## config.mk

```make
export PLATFORM = sky130hd
export DESIGN_NAME = timer_status
export DESIGN_NICKNAME = d
export VERILOG_FILES = /design/src/rtl/timer_pkg.sv /design/src/rtl/sticky_flag.sv /design/src/rtl/timer_status.sv
export SDC_FILE = /design/constraint.sdc
export NUM_CORES = 1
export LEC_CHECK = 0
export CORE_AREA = 2 2 39 41
export DETAILED_ROUTE_END_ITERATION = 10
export DIE_AREA = 0 0 41 43
export DONT_BUFFER_PORTS = 1
export GPL_ROUTABILITY_DRIVEN = 0
export GPL_TIMING_DRIVEN = 0
export PLACE_DENSITY = 0.51
export SLEW_MARGIN = 20
export SYNTH_ARGS = -nofsm -noshare
export SYNTH_HDL_FRONTEND = slang
export SYNTH_SLANG_ARGS = --single-unit
export TNS_END_PERCENT = 50
```

## constraint.sdc

```tcl
create_clock -name pclk -period 2.55 [get_ports pclk]
set_clock_uncertainty 0.2 [all_clocks]
set_input_delay 0.51 -clock pclk [delete_from_list [all_inputs] [get_ports pclk]]
set_output_delay 0.51 -clock pclk [all_outputs]
set_load 0.005 [all_outputs]
```

## src/rtl/timer_pkg.sv

```systemverilog
// Shared constants for the timer core: TSR bit layout and default counter width.
package timer_pkg;

    localparam int CNT_W_DEF = 8;
    localparam int TSR_W     = 3;
    localparam int TSR_OVF   = 0;
    localparam int TSR_UDF   = 1;
    localparam int TSR_CMP   = 2;

endpackage

```

## src/rtl/sticky_flag.sv

```systemverilog
// One sticky status bit: set has priority over a same-cycle clear.
module sticky_flag (
    input  logic pclk,
    input  logic preset_n,
    input  logic set,
    input  logic clr,
    output logic q
);

    logic q_r;

    // Hold the flag until cleared; a new event in the clear cycle keeps it set
    always_ff @(posedge pclk or negedge preset_n) begin
        if (!preset_n) begin
            q_r <= 1'b0;
        end else begin
            q_r <= set | (q_r & ~clr);
        end
    end

    assign q = q_r;

endmodule

```

## src/rtl/timer_status.sv

```systemverilog
// Overflow/underflow detection with W1C status (TSR) and a registered level irq.
// Optional compare-match flag on TSR[2] is enabled by defining TMR_CMP_MATCH_EN.
module timer_status
    import timer_pkg::*;
#(
    parameter int CNT_W = CNT_W_DEF
) (
    input  logic             pclk,
    input  logic             preset_n,
    input  logic [CNT_W-1:0] cnt,
    input  logic             en,
    input  logic             updown,
    input  logic             tcr_reconf,
    input  logic             tsr_wr,
    input  logic [TSR_W-1:0] tsr_wdata,
    input  logic             ovf_ie,
    input  logic             udf_ie,
`ifdef TMR_CMP_MATCH_EN
    input  logic [CNT_W-1:0] tcmp,
    input  logic             cmp_ie,
`endif
    output logic [TSR_W-1:0] tsr,
    output logic             irq
);

    localparam logic [CNT_W-1:0] CNT_MAX  = {CNT_W{1'b1}};
    localparam logic [CNT_W-1:0] CNT_ZERO = {CNT_W{1'b0}};

    logic [CNT_W-1:0] last_cnt_r;
    logic             hist_vld_r;
    logic             irq_r;

    logic             step_ok_s;
    logic             ovf_evt_s;
    logic             udf_evt_s;
    logic             cmp_evt_s;
    logic [TSR_W-1:0] set_s;
    logic [TSR_W-1:0] clr_s;
    logic [TSR_W-1:0] ie_s;

    // Previous-cycle counter sample; only trusted after an enabled, non-reload cycle
    always_ff @(posedge pclk or negedge preset_n) begin
        if (!preset_n) begin
            last_cnt_r <= {CNT_W{1'b0}};
            hist_vld_r <= 1'b0;
        end else begin
            last_cnt_r <= cnt;
            hist_vld_r <= en & ~tcr_reconf;
        end
    end

    // Event detection from a genuine count step, plus W1C decode
    always_comb begin
        step_ok_s = hist_vld_r & en & ~tcr_reconf;
        ovf_evt_s = step_ok_s & ~updown & (last_cnt_r == CNT_MAX) & (cnt == CNT_ZERO);
        udf_evt_s = step_ok_s &  updown & (last_cnt_r == CNT_ZERO) & (cnt == CNT_MAX);
`ifdef TMR_CMP_MATCH_EN
        cmp_evt_s     = step_ok_s & (cnt != last_cnt_r) & (cnt == tcmp);
        ie_s[TSR_CMP] = cmp_ie;
`else
        cmp_evt_s     = 1'b0;
        ie_s[TSR_CMP] = 1'b0;
`endif
        ie_s[TSR_OVF]  = ovf_ie;
        ie_s[TSR_UDF]  = udf_ie;
        set_s[TSR_OVF] = ovf_evt_s;
        set_s[TSR_UDF] = udf_evt_s;
        set_s[TSR_CMP] = cmp_evt_s;
        if (tsr_wr) begin
            clr_s = tsr_wdata;
        end else begin
            clr_s = {TSR_W{1'b0}};
        end
    end

    // Without the compare feature bit 2 never sees a set, so it stays 0
    for (genvar i = 0; i < TSR_W; i++) begin : g_flag
        sticky_flag u_flag (
            .pclk     (pclk),
            .preset_n (preset_n),
            .set      (set_s[i]),
            .clr      (clr_s[i]),
            .q        (tsr[i])
        );
    end

    // Level interrupt, one cycle behind the flags and their enables
    always_ff @(posedge pclk or negedge preset_n) begin
        if (!preset_n) begin
            irq_r <= 1'b0;
        end else begin
            irq_r <= |(tsr & ie_s);
        end
    end

    assign irq = irq_r;

endmodule
```

==> results.tsv, run 1 <==
metric	value	unit
reg2reg start	last_cnt_r[3]	
die span in x	41	µm
Final Util	0.3978	
Syn. warnings	0	
Initial Util	0.3571	
largest net degree at the start of global routing	14	
Worst path max stage delay	0.40	ns
register area	325.3	µm²
fin. max-slew vios	0	
final antenna-violating net count	0	
drt total wl	860	µm
Port-buffer cells	0	
area of the multi-input gates	146.4	µm²
Die Span Y	43	µm
Num Clock Sinks	13	
die area	1763	µm²
status	finished, final reports clean	
CP Cell Sequence	buf_4	
Gate power share	0.028	
DR pass1 iterations	4	
initial antenna violation count	0	
Worst-path clk slew	0.07	ns
register-to-register setup slack	1.06	ns
DRT iter0 DRCs	5	
worst hold endpoint	last_cnt_r[2]	
Max clock buf depth	2	
min-delay src	cnt[2]	
Post-Syn Nets	58	
post-CTS setup buffer count	0	
peak supply drop	0.2636	mV
Vias/cell	5.367	
Rows	14	
RSZ-0062 raised after global routing	false	
Crit. Startpoint	g_flag[0].u_flag.q	
reg-to-reg endpoint	g_flag[1].u_flag.q	
Hold Path Class	input pin to register	
Slowest-stage cell, CP	dfrtp_1	
post_cts resized	0	
Hold WS	0.06695	ns
final critical-path required period	1.509	ns
grt total ovfl	0	
Overall Global Routing Usage	0.1223	
insertion delay to the later sink of the worst-skew pair	0.26	ns
Post-Syn Instances	39	
Via Count	322	
CP arrival	0.80	ns
area grow syn2layout	11.39	%
PwrDens	628.6	nW/µm²
synthesized cell area	494.2	µm²
Tcrit/Tclk final	0.5916	
hold path cells	0	
htree depth	1	
share of layout cells above drive strength 1	0.1818	
Worst setup EP type	output pin	
CP bufs+invs	1	
Final Setup Violations	0	
Slew HR	0.6232	
CTS Buf Count	3	
Max-cap violations	0	
fmax	662.8	MHz
wire per inst	14.33	µm
hold-fix buffers at CTS	1	
Net Sw Power	68.29	µW
root buffer cell	clkbuf_4	
Lkg Pwr	0.0002304	µW
Startpoint Class	register	
cell-internal power	277.7	µW
fill count	136	
WS Path Type	register to output pin	
post-synth cell types	17	
number of global-route vias before repair	347	
Crit path max-delay family	flip-flops	
Ports	23	
Slew @ Worst Pin	0.5634	ns
synthesized area per cell	12.67	µm²
Cells after DPL	55	
fin cells	60	
Overall Power	346.0	µW
endpoints failing hold	0	
CTS tree	built	
fin nets	64	
# diodes	0	
core box area	1384	µm²
DRC violations left	0	
Crit Path Max Fanout	3	
first-pass GRT wire length	1338	µm
register area share after synthesis	0.6582	
WP data required	1.84	ns
flops & latches, synth	13	
Setup TNS	0	ns
Sw Share	0.1974	
Clock power frac	0.344	
Reg power frac	0.627	
worst-case reg-to-reg path depth	3	
==> final cells by class <==
type                    count  share of cell area
plain buffers               3             0.04091
well taps                  16             0.03636
flip-flops and latches     13              0.5909
clock buffers               4             0.04773
repair buffers              1             0.01818
multi-input cells          23              0.2659
==> kinds of logic after synthesis <==
| logic type | Yosys count | synth area share |
|---|---|---|
| buffers and inverters | 3 | 0.04557 |
| AO/OA/AOI/OAI | 5 | 0.09113 |
| AND/OR/NAND/NOR | 18 | 0.2051 |
| flip-flops | 13 | 0.6582 |
==> how the worst max path moves through the flow <==
stage                     depth (start not counted)            endpoint  slack (ns)
after floorplan                                   3  g_flag[0].u_flag.q        0.87
after global placement                            3  g_flag[0].u_flag.q        0.83
after detailed placement                          3  g_flag[0].u_flag.q        0.81
after CTS                                         1              tsr[0]        1.02
after global routing                              1              tsr[1]         1.0
final                                             1              tsr[0]        1.04
==> state kept, by name, indices dropped and copies added (netlist names) <==
signal	count
last_cnt_r	8
irq	1
g_flag.u_flag.q	3
hist_vld_r	1
==> metal layers <==
| metal | up-vias | part of all wire | global-route usage |
|---|---|---|---|
| met3 | 2 | 0.13 | 0.05236 |
| met5 | - | 0 | 0 |
| li1 | 150 | - | - |
| met2 | 23 | 0.48 | 0.1844 |
| met1 | 147 | 0.37 | 0.1318 |
| met4 | 0 | 0.010 | 0.08000 |
==> Yosys cell counts (all sizes together) <==
cell type / instances / share of area
a21boi: 2 / 0.030
a22o: 1 / 0.018
a31o: 1 / 0.018
and4: 1 / 0.018
buf: 3 / 0.046
dfrtp: 13 / 0.66
nand2: 4 / 0.035
nand3: 2 / 0.020
nand4: 2 / 0.025
nor2: 1 / 0.0076
nor2b: 1 / 0.013
nor3: 2 / 0.020
nor4: 2 / 0.025
o31ai: 1 / 0.025
or3: 2 / 0.025
or4: 1 / 0.015
==> through the flow <==
step | area (µm²) | worst slack, ns
5_1_grt | 550.5 | 0.9957
3_5_place_dp | 514.2 | 0.8054
3_3_place_gp | 514.2 | 0.8270
6_report | 550.5 | 1.041
4_1_cts | 550.5 | 1.021
2_1_floorplan | 494.2 | 0.8710
==> placed cells by master, fill, tap and decap left out, drive strengths merged <==
| cell | netlist | final |
|---|---|---|
| or3 | 2 | 2 |
| dfrtp | 13 | 13 |
| nor4 | 2 | 2 |
| dlygate4sd3 | 0 | 1 |
| a22o | 1 | 1 |
| a31o | 1 | 1 |
| nor3 | 2 | 2 |
| nor2b | 1 | 1 |
| nand3 | 2 | 2 |
| nand4 | 2 | 2 |
| or4 | 1 | 1 |
| nor2 | 1 | 1 |
| o31ai | 1 | 1 |
| and4 | 1 | 1 |
| nand2 | 4 | 4 |
| clkbuf | 0 | 4 |
| a21boi | 2 | 2 |
| buf | 3 | 3 |
==> power by group through the flow <==
stage / logic (µW) / registers (µW) / clock network, µW
after global routing: 11.6 / 218 / 143
final: 9.85 / 217 / 119
after detailed placement: 5.17 / 221 / 0
after global placement: 4.97 / 221 / 0
after floorplan: 4.35 / 220 / 0
after CTS: 10.3 / 217 / 127
(Power assumes the default switching activity.)
==> inputs of run 2 (changes only) <==
- PLACE_DENSITY: 0.51 -> 0.53
- clock period: 2.55 -> 1.31 ns (I/O delays scaled with it)
==> results.tsv, run 2 (synthesis results as in run 1) <==
metric	value	unit
core box area	1384	µm²
Crit Path Max Fanout	2	
# diodes	0	
final antenna-violating net count	0	
Rows	14	
most flop-heavy register	last_cnt_r	
number of global-route vias before repair	452	
Final Setup Violations	2	
Worst-path clk slew	0.08	ns
endpoints failing hold	0	
Port-buffer cells	0	
status	complete, but fails checks	
cell area after layout	710.7	µm²
Gate power share	0.078	
final critical-path required period	1.420	ns
Max-cap violations	0	
share of layout cells above drive strength 1	0.1695	
WP data required	1.32	ns
fin cells	75	
Die Span Y	43	µm
insertion delay to the later sink of the worst-skew pair	0.27	ns
DP Area	514.2	µm²
Final WS setup	-0.1096	ns
DRC violations left	0	
Num Clock Sinks	13	
Clock power frac	0.328	
commonest cells after routing, fill and taps aside	dlygate4sd3_1, dfrtp_1, nand2_1, clkbuf_4	
CTS tree	built	
Slew @ Worst Pin	0.5456	ns
post-CTS setup buffer count	0	
die span in x	41	µm
area grow syn2layout	43.80	%
peak supply drop	0.5050	mV
DRT iter0 DRCs	9	
Hold Path Class	input pin to register	
htree depth	1	
drt total wl	1015	µm
fmax	704.4	MHz
Worst setup EP type	register	
Cells after DPL	55	
grt total ovfl	0	
Initial Util	0.3571	
die area	1763	µm²
pre-CTS setup slack	-0.1719	ns
WS Path Type	register to register	
Net Sw Power	146.2	µW
Overall Global Routing Usage	0.1564	
CP arrival	1.43	ns
Crit. Startpoint	last_cnt_r[3]	
Max clock buf depth	2	
Reg power frac	0.594	
Tcrit/Tclk final	1.084	
min-delay src	cnt[4]	
Ports	23	
DR pass1 iterations	4	
cell-internal power	565.2	µW
wire per inst	13.53	µm
CTS Buf Count	3	
fin nets	79	
Vias/cell	5.200	
initial antenna violation count	0	
Final HPWL DP	724.3	µm
reg2reg start	last_cnt_r[3]	
root buffer cell	clkbuf_4	
Startpoint Class	register	
RSZ-0062 raised after global routing	true	
largest net degree at the start of global routing	14	
max reg flops	8	
Lkg Pwr	0.0002977	µW
failing checks	setup timing	
Via Count	390	
fin. max-slew vios	0	
Slew HR	0.6351	
first-pass GRT wire length	1752	µm
Hold WS	0.02874	ns
Sw Share	0.2055	
Overall Power	711.4	µW
PwrDens	1001	nW/µm²
commonest non-fill, non-tap cell in the layout	dlygate4sd3_1	
-- run 2: cell types whose count changed in the layout (fill, tap and decap cells not counted) --
cell and change:
buf_4 -1, buf_6 +1, clkbuf_1 -1, clkinv_2 +1, dlygate4sd3_1 +15, nor3_1 -1, nor3_2 +1
-- run 2: critical path: stages (launching register included) --
cell	delay, ns
dfrtp_1	0.37
or4_1	0.53
nor3_2	0.12
a31o_1	0.14
-- run 2: path summary, 6_finish.rpt --
check	endpoint	slack (ns)	cells after the start
setup / recovery	g_flag[1].u_flag.q	-0.11	3
hold / removal	g_flag[0].u_flag.q	0.03	3
setup reg to reg	g_flag[1].u_flag.q	-0.11	3
hold reg to reg	g_flag[0].u_flag.q	0.33	2
max in group asynchronous	last_cnt_r[3]	0.34	1
min in group asynchronous	last_cnt_r[4]	0.21	1
-- run 2: final cells by class --
| cell class | count | area (µm²) |
|---|---|---|
| fillers | 129 | 673.1 |
| clock inverters | 1 | 5.005 |
| multi-input cells | 23 | 151.4 |
| well taps | 16 | 20.02 |
| repair buffers | 16 | 160.2 |
| plain buffers | 3 | 26.28 |
| flip-flops and latches | 13 | 325.3 |
| clock buffers | 3 | 22.52 |
-- run 2: stage by stage --
stage | utilization | TNS (ns)
4_1_cts | 0.5109 | -0.1544
5_1_grt | 0.5136 | -0.2505
3_5_place_dp | 0.3716 | -0.3022
2_1_floorplan | - | -0.1942
3_3_place_gp | 0.3716 | -0.3064
6_report | 0.5136 | -0.1471
-- run 2: timing repair --
item                                   CTS  global route
setup endpoints to repair                1             3
endpoints found under the hold margin   25             0
pin swaps                                0             1
gates resized for setup                  1             1
hold buffers                            16             0
-- run 2: power groups by stage --
stage / Sequential [µW] / Combinational, µW / Clock (µW)
CTS: 423 / 56.4 / 247
global placement: 429 / 9.42 / 0
detailed placement: 430 / 9.34 / 0
global route: 424 / 61.8 / 276
finish: 423 / 55.6 / 233
floorplan: 428 / 8.49 / 0
-- run 2: layer usage --
layer / wire, µm / vias to the layer above / GRT usage
li1: - / 181 / -
met1: 343 / 193 / 0.1570
met5: 0 / - / 0
met4: 10 / 0 / 0.08000
met3: 65 / 2 / 0.06283
met2: 595 / 14 / 0.2594
==> inputs of run 3 (changes only) <==
- PLACE_DENSITY: 0.53 -> 0.51
- clock period: 1.31 -> 1.6 ns (I/O delays scaled with it)
==> results.tsv, run 3 (synthesis results as in run 1) <==
metric	value	unit
status	finished, final reports clean	
Lkg Pwr	0.0002940	µW
largest net degree at the start of global routing	14	
htree depth	1	
fmax	655.9	MHz
die span in x	41	µm
commonest cells after routing, fill and taps aside	dlygate4sd3_1, dfrtp_1, nand2_1, buf_4, clkbuf_4	
initial antenna violation count	0	
Setup TNS	0	ns
wire per inst	13.46	µm
worst hold endpoint	g_flag[0].u_flag.q	
CTS tree	built	
Startpoint Class	input pin	
peak supply drop	0.4757	mV
DRT iter0 DRCs	8	
Slew HR	0.6144	
grt total ovfl	0	
share of layout cells above drive strength 1	0.1379	
worst-case reg-to-reg path depth	3	
Worst-path clk slew	0.07	ns
register-to-register setup slack	0.11	ns
final critical-path required period	1.525	ns
commonest non-fill, non-tap cell in the layout	dlygate4sd3_1	
final antenna-violating net count	0	
fill count	125	
Crit Path Max Fanout	3	
Die Span Y	43	µm
Via Count	384	
root buffer cell	clkbuf_4	
Overall Global Routing Usage	0.1386	
die area	1763	µm²
crit-path most repeated cell	dlygate4sd3_1	
post-CTS setup buffer count	0	
Hold Path Class	input pin to register	
fin. max-slew vios	0	
reg-to-reg endpoint	g_flag[1].u_flag.q	
Vias/cell	5.189	
# diodes	0	
CTS Buf Count	3	
pre-CTS setup slack	0.04538	ns
reg2reg start	last_cnt_r[3]	
min-delay src	tsr_wdata[0]	
Max-cap violations	0	
CP arrival	1.53	ns
WP data required	1.60	ns
Num Clock Sinks	13	
drt total wl	996	µm
first-pass GRT wire length	1552	µm
hold path cells	3	
Ports	23	
Worst path max stage delay	0.56	ns
WS Path Type	input pin to register	
Final WS setup	0.07531	ns
Slowest-stage cell, CP	dlygate4sd3_1	
insertion delay to the later sink of the worst-skew pair	0.26	ns
max reg flops	8	
number of global-route vias before repair	420	
Max clock buf depth	2	
Tcrit/Tclk final	0.9529	
Port-buffer cells	0	
core box area	1384	µm²
fin nets	78	
Final Setup Violations	0	
endpoints failing hold	0	
Worst setup EP type	register	
DR pass1 iterations	4	
area of the multi-input gates	146.4	µm²
PwrDens	832.2	nW/µm²
register area	325.3	µm²
Rows	14	
most flop-heavy register	last_cnt_r	
area grow syn2layout	39.75	%
Initial Util	0.3571	
Slew @ Worst Pin	0.5764	ns
CP Cell Sequence	dlygate4sd3_1 > a21boi_1 > dlygate4sd3_1	
RSZ-0062 raised after global routing	false	
DRC violations left	0	
run 3: layer usage:
| layer | GRT usage | wire length, µm |
|---|---|---|
| met4 | 0.08000 | 10 |
| met1 | 0.1318 | 370 |
| met3 | 0.04712 | 95 |
| met5 | 0 | 0 |
| met2 | 0.2375 | 520 |
run 3: worst max-delay path by stage:
stage	to	depth (start not counted)	from
after floorplan	g_flag[0].u_flag.q	3	cnt[5]
after global placement	g_flag[0].u_flag.q	3	cnt[5]
after detailed placement	g_flag[0].u_flag.q	3	cnt[5]
after CTS	g_flag[2].u_flag.q	3	tsr_wr
after global routing	hist_vld_r	3	tcr_reconf
final	g_flag[2].u_flag.q	3	tsr_wr
run 3: metrics by stage:
| step | power, µW | cell area, µm² | hold WS (ns) | utilization | instances |
|---|---|---|---|---|---|
| floorplan | 357.2 | 494.2 | -0.1756 | - | 39 |
| global placement | 359.3 | 514.2 | -0.1753 | 0.3716 | 55 |
| CTS | 588.6 | 690.7 | 0.03632 | 0.4991 | 74 |
| finish | 574.8 | 690.7 | 0.04139 | 0.4991 | 74 |
| detailed placement | 359.9 | 514.2 | -0.1753 | 0.3716 | 55 |
| global route | 615.3 | 690.7 | 0.03221 | 0.4991 | 74 |
run 3: layout make-up:
class,instances,area share
Buffer,3,0.03261
Tap cell,16,0.02899
Multi-Input combinational cell,23,0.2120
Timing Repair Buffer,15,0.2174
Clock buffer,4,0.03804
Sequential cell,13,0.4710
run 3: worst max-delay path: cells and delay by family:
family,cells,cell delay (ns)
AOI/OAI and AO/OA,1,0.12
buffers and inverters,2,1.09
run 3: what timing repair did:
action,in CTS,in global routing
endpoints found under the setup margin,0,1
hold endpoints to repair,24,0
hold buffers,15,0
gates resized for setup,0,1
run 3: report_power, final:
group / leakage (µW) / internal (µW) / total [µW] / switching, µW
logic: 0.000117 / 27.2 / 41.0 / 13.8
clock network: 0.0000150 / 96.3 / 188 / 91.5
registers: 0.000162 / 340 / 346 / 5.99
